## src/rtl/uart_tx_arbiter.sv

```systemverilog
// Round-robin scheduler sharing one uart_tx between NREQ byte requesters.
// Optional BUSY watchdog enabled by defining UART_TX_ARBITER_TIMEOUT_EN.
module uart_tx_arbiter #(
  parameter int unsigned NREQ           = 4,
  parameter int unsigned DBIT           = 8,
  parameter int unsigned TIMEOUT_CYCLES = 20000
) (
  input  logic                      clk,
  input  logic                      rst_n,
  input  logic [NREQ-1:0]           req_valid,
  input  logic [NREQ*DBIT-1:0]      req_data,
  output logic [NREQ-1:0]           req_ready,
  output logic                      tx_start,
  output logic [DBIT-1:0]           tx_din,
  input  logic                      tx_done_tick,
  output logic                      busy,
  output logic [$clog2(NREQ)-1:0]   grant_id,
  output logic                      sent_tick,
  output logic                      timeout_err
);

  localparam int unsigned IW = (NREQ > 1) ? $clog2(NREQ) : 1;

  if (NREQ < 2 || NREQ > 16 || TIMEOUT_CYCLES < 2) begin : g_bad_param
    $error("uart_tx_arbiter: illegal NREQ or TIMEOUT_CYCLES");
  end

  typedef enum logic [1:0] {
    IDLE  = 2'd0,
    START = 2'd1,
    BUSY  = 2'd2
  } state_t;

  state_t          state;
  state_t          state_nxt;
  logic [IW-1:0]   last;
  logic [IW-1:0]   win;
  logic [IW-1:0]   cand;
  logic            found;
  logic            accept_c;
  logic            done_c;
  logic            expire_c;

  // Scan last+1, last+2, ... modulo NREQ for the first pending requester.
  always_comb begin
    win   = '0;
    cand  = '0;
    found = 1'b0;
    for (int unsigned k = 1; k <= NREQ; k++) begin
      cand = IW'((32'(last) + k) % NREQ);
      if (!found && req_valid[cand]) begin
        found = 1'b1;
        win   = cand;
      end
    end
  end

  assign accept_c  = (state == IDLE) && found;
  assign req_ready = (rst_n && accept_c) ? (NREQ'(1) << win) : '0;
  assign done_c    = (state == BUSY) && tx_done_tick;

`ifdef UART_TX_ARBITER_TIMEOUT_EN
  localparam int unsigned CW = (TIMEOUT_CYCLES > 2) ? $clog2(TIMEOUT_CYCLES) : 1;

  logic [CW-1:0] cnt;

  // Cycles spent in BUSY; cleared while in START so it reads 0 on BUSY entry.
  always_ff @(posedge clk) begin
    if (!rst_n) begin
      cnt <= '0;
    end else if (state == START) begin
      cnt <= '0;
    end else if (state == BUSY) begin
      cnt <= cnt + CW'(1);
    end
  end

  assign expire_c = (state == BUSY) && (cnt == CW'(TIMEOUT_CYCLES - 1));
`else
  assign expire_c = 1'b0;
`endif

  always_ff @(posedge clk) begin
    if (!rst_n) begin
      state <= IDLE;
    end else begin
      state <= state_nxt;
    end
  end

  always_comb begin
    state_nxt = state;
    case (state)
      IDLE:    if (found) state_nxt = START;
      START:   state_nxt = BUSY;
      BUSY:    if (done_c || expire_c) state_nxt = IDLE;
      default: state_nxt = IDLE;
    endcase
  end

  // Registered outputs and grant bookkeeping; a completion tick beats a watchdog expiry.
  always_ff @(posedge clk) begin
    if (!rst_n) begin
      last        <= IW'(NREQ - 1);
      grant_id    <= '0;
      tx_din      <= '0;
      tx_start    <= 1'b0;
      busy        <= 1'b0;
      sent_tick   <= 1'b0;
      timeout_err <= 1'b0;
    end else begin
      tx_start    <= (state_nxt == START);
      busy        <= (state_nxt != IDLE);
      sent_tick   <= done_c;
      timeout_err <= expire_c && !done_c;
      if (accept_c) begin
        tx_din   <= req_data[32'(win) * DBIT +: DBIT];
        grant_id <= win;
        last     <= win;
      end
    end
  end

endmodule
```

## config.mk

```make
export PLATFORM = sky130hd
export DESIGN_NAME = uart_tx_arbiter
export DESIGN_NICKNAME = d
export VERILOG_FILES = /design/src/rtl/uart_tx_arbiter.sv
export SDC_FILE = /design/constraint.sdc
export NUM_CORES = 1
export LEC_CHECK = 0
export ABC_AREA = 1
export BUFFER_PORTS_ARGS = -buffer_cell sky130_fd_sc_hd__buf_4
export CORE_MARGIN = 1.5
export CORE_UTILIZATION = 45
export CTS_BUF_LIST = sky130_fd_sc_hd__clkbuf_8 sky130_fd_sc_hd__clkbuf_16
export CTS_CLUSTER_SIZE = 16
export DETAILED_ROUTE_END_ITERATION = 6
export PLACE_DENSITY = 0.87
export REMOVE_ABC_BUFFERS = 1
export SLEW_MARGIN = 10
export SYNTH_ARGS = -nofsm -noshare
export SYNTH_HDL_FRONTEND = slang
export SYNTH_SLANG_ARGS = --single-unit
```

## constraint.sdc

```tcl
create_clock -name clk -period 2.1 [get_ports clk]
set_input_delay 0.42 -clock clk [delete_from_list [all_inputs] [get_ports clk]]
set_output_delay 0.42 -clock clk [all_outputs]
set_load 0.005 [all_outputs]
```

Word-level counts from Yosys, hierarchy flattened. Cells that the tools add are included.

Register bits after elaboration: 17. Input bits: 39. Output and inout bits: 18.

$add $sub $neg: 4. $lt $le $gt $ge: 4. Eq/ne operators: 3. Shift-type cells: 2. Multiplexer cells: 20. Reductions and logical operators: 11.

Operators with widths (count): variable part select 32 x 6 -> 8 bit (1); less-than comparator 2 x 3 -> 1 bit, second input constant (4); two-way mux 2 bit (6); binary-select mux 1 bit (select 2 bit) (4); two-way mux 1 bit (8); logical AND 1 bit (6); case mux 2 bit (3 select lines) (1); adder 2 x 1 -> 2 bit, second input constant (2); adder 2 bit, second input constant (2); equality test 2 x 1 -> 1 bit, second input constant (2); two-way mux 4 bit (1); left shift 1 x 2 -> 4 bit, first input constant (1); zero test 1 bit (3); equality test 2 bit, second input constant (1); zero test 2 bit (1); nonzero test 2 bit (1).

Logic depth before layout (Yosys ltp). Gate-level depths: netlist of the first run.

Word-level depth: 16. Mapped depth: 18. Mapped depth without buffers: 16.

Worst setup path after synthesis of the first run. OpenSTA, ideal clock, no wires.

Path type: register to output. Start: reg last[0]. End: out req_ready[0]. Data arrival time: 1.431 ns. Path slack: 0.249 ns. Stages on the path, launching flop included: 12. Path through: dfxtp_1 buf_6 inv_4 nand2_1 and2_1 nor2_2 nor2_1 nand3_4 nand2_4 buf_8 inv_2 nor3_1.

Word-level cells in the longest chain between the ends: 16. Elaborated cells on any way between the ends: 30. Classes of those cells: 4 x add/sub; 1 x shift; 17 x mux; 8 x reduce/logical.

Ends and longest elaborated chain: start: declaration (RTL line 36) `logic [IW-1:0] last;`; start signal: assignment (RTL line 104) `last <= IW'(NREQ - 1);`; start signal: assignment (RTL line 119) `last <= win;`; adder 2 x 1 -> 2 bit (RTL line 50) `cand = IW'((32'(last) + k) % NREQ);`; binary-select mux 1 bit (select 2 bit) (RTL line 51) `if (!found && req_valid[cand]) begin`; two-way mux 1 bit (implied by the code) (RTL line 51); two-way mux 1 bit (RTL line 51); zero test 1 bit (RTL line 51); logical AND 1 bit (RTL line 51); two-way mux 1 bit (RTL line 51); zero test 1 bit (RTL line 51); logical AND 1 bit (RTL line 51); two-way mux 1 bit (RTL line 51); zero test 1 bit (RTL line 51); logical AND 1 bit (RTL line 51); two-way mux 1 bit (RTL line 51); logical AND 1 bit (RTL line 58) `assign accept_c = (state == IDLE) && found;`; logical AND 1 bit (RTL line 59) `assign req_ready = (rst_n && accept_c) ? (NREQ'(1) << win) : '0;`; two-way mux 4 bit (*) (RTL line 59); end: declaration (RTL line 12) `output logic [NREQ-1:0] req_ready,`.

Every way passes the cells marked *; elsewhere a longest branch is shown, timed or not. The select of a mux whose other input is x is not followed.

Final worst setup path of the first run.
Start: reg last[0]. End: out req_ready[3].

The elaborated chain is that of the path after synthesis.

==> results.toml, run 1 <==
[yosys]
synth_top_area_share = 0.273
synth-seq-cells = 17
synth_seq_area_share = 0.273
ys.flop_type = "dfxtp_1"
synth_area_leaders = "dfxtp_1, nand2_1, nand3_1"
netlist_area_mm2 = 0.00125
syn_inst = 200
yosysTopAreaCell = "dfxtp_1"
synth_cell_types = 28
avgSynthCellArea_um2 = 6.24
post-synth-top-count-cell = "nand2_1"
synth_edf_count = 0
yosys_warnings = 0
synthTopCellsByCount = "nand2_1, nand3_1, nor2_1"
synthArstFlopShare = 0

[sta]
setup_ws_ps = -164
rsz0062_at_grt = "true"
fin_hold_ws_ps = 404
setup-violations-final = 4
min_period_ps = 2260
fin_skew_ps = 9.05
hold_viol = 0
min_period_over_period = 1.08
maxSlewViolCount = 0
clock.fmax_mhz = 442

[routing]
drcViolationCount = 0
num_vias = 1550
viasPerCell = 5.15
drt_iter0_markers = 68
firstDrtPassIters = 4
wirelength_mm = 3.96
ant_nets = 0
wl_per_cell_um = 13.1

[setup_path]
cp.required_ps = 1680
critical_path_peak_fanout = 6
r2r-start = "last[0]$_SDFFE_PN1P_"
cp-start-kind = "register"
r2r-end = "tx_din[2]$_SDFFE_PN0P_"
r2r_cells = 19
cp.arrival_ps = 1840
end_kind = "output pin"
crit_start = "last[0]$_SDFFE_PN1P_"
crit_end = "req_ready[3]"
critPathKind = "reg -> out"
r2r_slack_ps = 0

[grt]
grt_pass1_vias = 1368
grt_util_all_layers = 0.233
grt_pass1_wl_mm = 5.78
grt-ovfl-total = 0
antenna_found_initial = 0
grt_max_degree = 21

[finish]
area_delta_synth_final_pct = 59.2
nNetsFinal = 311
num_antenna_cells = 0
fin_util = 0.780
fillCellCount = 183
drive_gt1_frac = 0.494
seqCellArea_um2 = 348
multi_input_area_um2 = 890

[die]
die_h_um = 55.7
core_mm2 = 0.00254
dieArea_mm2 = 0.00310
io-pin-count = 57
die_w_um = 55.7
rows = 18
initial_core_util = 0.490

[clock_network]
cts_tree = "done"
cts_hold_buf = 0
cts-buffers-inserted = 3
clkSinkCount = 17
root_buffer = "clkbuf_8"
path_clk_slew_ps = 70
clk_latency_ps = 260
clockBufferDepth = 2
htreeDepth = 1

[worst_hold_path]
holdCritPathClass = "in -> reg"

[power_and_ir_drop]
power.density_mw_per_mm2 = 1920
vdd_drop_max_mv = 1.48
total_power_mw = 3.81
leakage_nw = 1.06

[run]
maxCapViolCount = 0

[placed_design]
gp_congestion = 0.787
io_buffers = 55
hpwl_mm = 2.41

[status]
outcome = "finished with violations"
failed_checks = "negative setup slack"
==> worst min-delay path by stage <==
stage,from,to,slack [ps],cells past startpoint
after floorplan,grant_id[0]$_SDFFE_PN0P_,grant_id[0]$_SDFFE_PN0P_,460,2
after global placement,grant_id[0]$_SDFFE_PN0P_,grant_id[0]$_SDFFE_PN0P_,460,2
after detailed placement,grant_id[1]$_SDFFE_PN0P_,grant_id[1]$_SDFFE_PN0P_,460,2
after CTS,tx_done_tick,sent_tick$_SDFF_PN0_,410,3
after global routing,rst_n,last[1]$_SDFFE_PN1P_,430,2
final,tx_done_tick,sent_tick$_SDFF_PN0_,400,3
==> report_power, final <==
group	switching (mW)	internal, mW	total (mW)	leakage, nW
logic	1.74	1.26	3.00	0.890
registers	0.100	0.463	0.563	0.141
clock network	0.118	0.132	0.250	0.0255
==> cells by family after synthesis <==
logic type,after synthesis,share of synthesized area
DFF,17,0.273
buffers and inverters,27,0.123
other,1,0.00301
AOI/OAI and AO/OA,11,0.0481
and+or+nand+nor,144,0.553
==> state kept, by name (all words and copies together) (netlist names) <==
register   cells
busy           1
grant_id       2
last           2
sent_tick      1
state          2
tx_din         8
tx_start       1
==> per-layer routing <==
metal	routed length [µm]	vias up	GRT usage
met5	0	-	0
met3	273	16	0.0628
li1	-	767	-
met1	1590	698	0.255
met2	1950	69	0.442
met4	143	0	0.0523
==> worst max-delay path, cell delays in order (launching register included) <==
cell,delay (ps)
dfxtp_4,410
buf_6,130
nand2_4,50
nand2_4,90
nand2_2,70
nand2_2,90
nand2_2,70
nand2_1,60
nand2_1,70
nand2_2,100
nand2_4,90
nor3_2,230
buf_4,140
==> stage by stage <==
stage	instances	instance area (µm²)	TNS [ps]	worst slack [ps]
final	301	1990	-516	-164
after global routing	301	1990	-1440	-228
after CTS	295	1840	-287	-96.2
after detailed placement	283	1670	-26.6	-26.6
after global placement	283	1670	0	28.6
after floorplan	190	1160	0	97.4
==> layout by cell type (no fill, tap or decap), drive strengths merged <==
master,Yosys,routed
nand3,33,33
and2,1,1
o21ai,5,5
dfxtp,17,17
nor3,4,4
o211ai,2,2
clkinv,0,1
or2,1,1
a21oi,4,4
nand2,78,78
inv,17,17
clkbuf,2,3
conb,1,1
buf,8,77
nor2,26,26
nand4,1,1
==> cell type report <==
cell class	count	share of cell area
Clock inverter	1	0.00252
Inverter	17	0.0397
Sequential cell	17	0.175
Multi-Input combinational cell	156	0.448
Tap cell	30	0.0189
Timing Repair Buffer	77	0.295
Clock buffer	3	0.0208
==> timing repair <==
item	4_1_cts	5_1_grt
setup buffers	8	6
resized for setup	22	29
endpoints found under the setup margin	4	10
pin swaps	9	19
(Power assumes the default switching activity.)
==> run 2, diff against run 1 <==
--- a/config.mk
+++ b/config.mk
@@ -12,7 +12,7 @@
 export CTS_BUF_LIST = sky130_fd_sc_hd__clkbuf_8 sky130_fd_sc_hd__clkbuf_16
 export CTS_CLUSTER_SIZE = 16
 export DETAILED_ROUTE_END_ITERATION = 6
-export PLACE_DENSITY = 0.87
+export PLACE_DENSITY = 0.81
 export REMOVE_ABC_BUFFERS = 1
 export SLEW_MARGIN = 10
 export SYNTH_ARGS = -nofsm -noshare
==> run 2 against run 1 <==
Effect of this change: the run still ends with negative setup slack left; clock skew shrank 3.2 ps; global-route usage fell by 1.2 points; sequential cell count is the same; power fell by 11%; sequential share of layout area is 1.2 points higher; critical path type unchanged; largest cell class unchanged.
==> results.toml, run 2 (synthesized netlist as in run 1, its figures left out) <==
[status]
outcome = "finished with violations"
failed_checks = "negative setup slack"

[clock_network]
root_buffer = "clkbuf_8"
htreeDepth = 1
clk_latency_ps = 260
cts-buffers-inserted = 3
cts_tree = "done"
clockBufferDepth = 2
path_clk_slew_ps = 70
clkSinkCount = 17

[setup_path]
critPathKind = "reg -> out"
cp.required_ps = 1680
path_cells = "inv_6 -> nand2_2 -> nand3_1 -> nand2_2 -> inv_2 -> nor2_4 -> nand3_4 -> nand2_4 -> inv_4 -> nor3_2 -> buf_4"
cp_num_buf_inv = 4
slowest_delay_ps = 400
r2r-start = "last[0]$_SDFFE_PN1P_"
crit_start = "last[0]$_SDFFE_PN1P_"
critPathSlowestCell = "dfxtp_4"
cp-start-kind = "register"
cp.arrival_ps = 1860
critical_path_peak_fanout = 8
crit_family = "simple AND/OR/NAND/NOR gates"
end_kind = "output pin"
crit_top_cell = "nand2_2"

[finish]
top_register = "tx_din"
layout_commonest_cell = "buf_4"
largest_reg_flops = 8
num_antenna_cells = 0
nNetsFinal = 302
layout_common_cells = "buf_4, nand2_1, nand3_1"
fin_area_mm2 = 0.00185
drive_gt1_frac = 0.447
area_delta_synth_final_pct = 48.6
fin_util = 0.729

[power_and_ir_drop]
total_power_mw = 3.38
power.density_mw_per_mm2 = 1820
p_switching_mw = 1.75
internal_power_mw = 1.63
swShare = 0.518
p_clk_frac = 0.075
leakage_nw = 0.987
power_frac_seq = 0.165
vdd_drop_max_mv = 1.24
power_frac_comb = 0.760

[die]
initial_core_util = 0.490
die_h_um = 55.7
dieArea_mm2 = 0.00310
core_mm2 = 0.00254
rows = 18
io-pin-count = 57
die_w_um = 55.7

[placed_design]
hpwl_mm = 2.42
postPlaceCellArea_mm2 = 0.00166
gp_congestion = 0.794
io_buffers = 55

[grt]
grt-ovfl-total = 0
grt_pass1_wl_mm = 5.49
grt_pass1_vias = 1260
antenna_found_initial = 0
grt_util_all_layers = 0.222
grt_max_degree = 21

[run]
maxCapViolCount = 0

[routing]
drcViolationCount = 0
wl_per_cell_um = 12.1
ant_nets = 0
wirelength_mm = 3.53
viasPerCell = 4.94
firstDrtPassIters = 4
drt_iter0_markers = 55
num_vias = 1442

[sta]
hold_viol = 0
fin_skew_ps = 5.83
maxSlewViolCount = 0
rsz0062_at_grt = "true"
setup-violations-final = 4
setup_ws_ps = -177
clock.fmax_mhz = 439
min_period_ps = 2280
min_period_over_period = 1.08

[worst_hold_path]
hold_start = "tx_done_tick"
holdCritPathClass = "in -> reg"
-- run 2: cell count changes in the layout (fill, tap and decap cells not counted), sizes merged --
| cell | before | now |
|---|---|---|
| buf | 77 | 68 |
-- run 2: power by group through the flow --
stage          sequential [mW]  clock (mW)  combinational, mW
2_1_floorplan            0.539           0               1.52
3_3_place_gp             0.537           0               2.22
3_5_place_dp             0.542           0               2.24
4_1_cts                  0.550       0.252               2.44
5_1_grt                  0.575       0.269               2.88
6_report                 0.557       0.254               2.57
-- run 2: final cells by class --
class,count,area [µm²]
fill,223,691
clock inverter,1,5.00
tap,30,37.5
timing repair buffer,68,510
clock buffer,3,41.3
sequential,17,348
inverter,17,78.8
multi-input combinational,156,833
-- run 2: final timing paths --
| check | endpoint | slack (ps) | cells past startpoint |
|---|---|---|---|
| hold reg to reg | grant_id[1]$_SDFFE_PN0P_ | 480 | 2 |
| setup reg to reg | tx_din[7]$_SDFFE_PN0P_ | 120 | 16 |
| hold / removal | sent_tick$_SDFF_PN0_ | 390 | 3 |
| setup / recovery | req_ready[2] | -180 | 11 |
-- run 2: layer usage --
layer  vias to the layer above  track usage  wire length, µm
li1                        755            -                -
met1                       620        0.279             1470
met2                        58        0.374             1790
met3                         9       0.0488              198
met4                         0       0.0732               74
met5                         -            0                0
-- run 2: timing repair --
item                                    in CTS  in global routing
pin swaps                                    7                  2
hold buffers                                 0                  0
gates resized for setup                     24                 10
buffers inserted                             3                  3
endpoints found under the setup margin       4                  4
-- run 2: per-stage QoR --
| step | worst slack (ps) | hold WS, ps | TNS (ps) | instances |
|---|---|---|---|---|
| CTS | -32.3 | 392 | -61.5 | 289 |
| floorplan | 97.4 | 461 | 0 | 190 |
| global route | -229 | 388 | -726 | 292 |
| global placement | 98.6 | 454 | 0 | 282 |
| finish | -177 | 388 | -416 | 292 |
| detailed placement | 11.1 | 460 | 0 | 282 |
-- run 2: tightest hold or removal path: stages --
cell	delay, ps
buf_4	110
nand2_1	50
nor2_1	30
==> run 3, diff against run 2 <==
--- a/config.mk
+++ b/config.mk
@@ -5,14 +5,14 @@
 export SDC_FILE = /design/constraint.sdc
 export NUM_CORES = 1
 export LEC_CHECK = 0
-export ABC_AREA = 1
+export ABC_CLOCK_PERIOD_IN_PS = 2100
 export BUFFER_PORTS_ARGS = -buffer_cell sky130_fd_sc_hd__buf_4
 export CORE_MARGIN = 1.5
-export CORE_UTILIZATION = 45
+export CORE_UTILIZATION = 43
 export CTS_BUF_LIST = sky130_fd_sc_hd__clkbuf_8 sky130_fd_sc_hd__clkbuf_16
 export CTS_CLUSTER_SIZE = 16
 export DETAILED_ROUTE_END_ITERATION = 6
-export PLACE_DENSITY = 0.81
+export PLACE_DENSITY = 0.78
 export REMOVE_ABC_BUFFERS = 1
 export SLEW_MARGIN = 10
 export SYNTH_ARGS = -nofsm -noshare
==> run 3 against run 2 <==
Effect of this change: the flow now finishes without violations; global-route usage down 1.2 points; combinational power down 84%; hold slack better by 61 ps; maximum frequency up 19%; non-clock buffer count down 9; clock power down 7%; cell area down 19%; wire length down 25%; utilization down 5.2 points; setup slack better by 360 ps; critical path type unchanged; largest cell class unchanged; largest power group unchanged.
==> results.toml, run 3 <==
[power_and_ir_drop]
swShare = 0.321
power.density_mw_per_mm2 = 704
leakage_nw = 0.684
p_clk_frac = 0.225
vdd_drop_max_mv = 0.444
power_frac_comb = 0.389
power_frac_seq = 0.387
internal_power_mw = 0.716
total_power_mw = 1.06
p_switching_mw = 0.339

[yosys]
post-synth-top-count-cell = "dfxtp_1"
synth_top_area_share = 0.337
synth_area_leaders = "dfxtp_1, mux2i_1, o211ai_1"
ys.flop_type = "dfxtp_1"
avgSynthCellArea_um2 = 9.35
synthTopCellsByCount = "dfxtp_1, mux2i_1, nand2_1"
yosysTopAreaCell = "dfxtp_1"
yosys_warnings = 0
synth-seq-cells = 17
netlist_area_mm2 = 0.00101
synth_cell_types = 37
synth_seq_area_share = 0.337
synth_edf_count = 0
synthArstFlopShare = 0
syn_inst = 108

[worst_hold_path]
holdCritPathClass = "in -> reg"
hold_depth = 2

[sta]
hold_viol = 0
rsz0062_at_grt = "false"
fin_hold_ws_ps = 449
setup-violations-final = 0
fin_skew_ps = 1.22
min_period_over_period = 0.911
min_period_ps = 1910
maxSlewViolCount = 0
clock.fmax_mhz = 523
setup_tns_ps = 0

[setup_path]
cp.required_ps = 1680
r2r_slack_ps = 430
cp-start-kind = "register"
r2r_cells = 6
end_kind = "output pin"
r2r-end = "tx_din[5]$_SDFFE_PN0P_"
crit_end = "req_ready[3]"
cp.arrival_ps = 1490
r2r-start = "last[1]$_SDFFE_PN1P_"
critical_path_peak_fanout = 6
crit_start = "state[1]$_SDFF_PN0_"
critPathKind = "reg -> out"

[clock_network]
path_clk_slew_ps = 70
cts_hold_buf = 0
cts-buffers-inserted = 3
clockBufferDepth = 2
cts_tree = "done"
clk_latency_ps = 240
root_buffer = "clkbuf_8"
clkSinkCount = 17
htreeDepth = 1

[finish]
seqCellArea_um2 = 342
multi_input_area_um2 = 622
layout_common_cells = "buf_4, dfxtp_1, mux2i_1"
top_register = "tx_din"
fillCellCount = 191
layout_commonest_cell = "buf_4"
fin_cells = 192
area_delta_synth_final_pct = 48.3
nNetsFinal = 204
drive_gt1_frac = 0.482
num_antenna_cells = 0
largest_reg_flops = 8

[grt]
grt_pass1_wl_mm = 4.20
antenna_found_initial = 0
grt_pass1_vias = 1006
grt_max_degree = 16
grt-ovfl-total = 0
grt_util_all_layers = 0.210

[status]
outcome = "complete, no violations"

[routing]
ant_nets = 0
drcViolationCount = 0
drt_iter0_markers = 17
wirelength_mm = 2.64
viasPerCell = 5.51
wl_per_cell_um = 13.8
num_vias = 1058
firstDrtPassIters = 4

[die]
die_w_um = 51.5
dieArea_mm2 = 0.00265
rows = 17
io-pin-count = 57
core_mm2 = 0.00221
die_h_um = 51.5
initial_core_util = 0.456

[placed_design]
place_inst = 187
hpwl_mm = 2.05
gp_congestion = 0.756
io_buffers = 55

[run]
maxCapViolCount = 0
## run 3: changes by cell type after synthesis, sizes merged, moves of 6 or more
cell	before	now
nor2	26	6
inv	17	3
or3	0	6
mux2i	0	12
o211ai	2	8
nor4	0	6
nand2	78	11
nand3	33	3
a211oi	0	6
## run 3: how the worst min path moves through the flow
stage	start	endpoint	slack, ps
3_5_place_dp	grant_id[0]$_SDFFE_PN0P_	grant_id[0]$_SDFFE_PN0P_	450
4_1_cts	tx_done_tick	sent_tick$_SDFF_PN0_	450
2_1_floorplan	grant_id[0]$_SDFFE_PN0P_	grant_id[0]$_SDFFE_PN0P_	450
3_3_place_gp	grant_id[1]$_SDFFE_PN0P_	grant_id[1]$_SDFFE_PN0P_	450
6_report	tx_done_tick	sent_tick$_SDFF_PN0_	450
5_1_grt	tx_done_tick	sent_tick$_SDFF_PN0_	450
## run 3: cell families (layout without fill, tap and decap cells)
kind of cell,Yosys count,after routing,synth area share
multiplexers,12,12,0.119
AO/OA/AOI/OAI,26,26,0.242
buffers and inverters,10,66,0.0545
AND/OR/NAND/NOR,42,42,0.244
flip-flops,17,17,0.337
other,1,1,0.00371
## run 3: metal layers
metal	GRT usage	routed length [µm]	part of all wire
met4	0.101	41	0.016
met2	0.353	1230	0.47
met5	0	0	0
met3	0.0322	200	0.076
met1	0.260	1170	0.44
## run 3: worst max-delay path: stages, from the launching register on
cell and delay [ps]:
dfxtp_1 350, nor2_2 150, a21boi_4 200, nand2_2 110
inv_1 110, nand2_2 90, nor3_2 120, buf_4 130
## run 3: layout make-up
class / count / share of cell area
clock buffer: 3 / 0.0276
clock inverter: 1 / 0.00251
inverter: 3 / 0.00752
multi-input combinational: 81 / 0.415
sequential: 17 / 0.228
tap: 28 / 0.0234
timing repair buffer: 59 / 0.296
## run 3: stage by stage
stage / worst slack, ps / utilization / cell area, µm²
floorplan: 389 / - / 966
global placement: 196 / 0.649 / 1440
detailed placement: 144 / 0.649 / 1440
CTS: 55.6 / 0.673 / 1490
global route: 29.4 / 0.677 / 1500
finish: 187 / 0.677 / 1500
## run 3: power groups by stage
stage / combinational, mW / sequential [mW] / clock (mW)
final: 0.410 / 0.408 / 0.237
after global routing: 0.443 / 0.414 / 0.255
after CTS: 0.411 / 0.406 / 0.240
after detailed placement: 0.405 / 0.412 / 0
after global placement: 0.396 / 0.412 / 0
after floorplan: 0.213 / 0.411 / 0
## run 3: what timing repair did
action | CTS | global route
buffers inserted | 1 | 0
resized for setup | 0 | 3
setup endpoints to repair | 1 | 3
endpoints found under the hold margin | 0 | 0
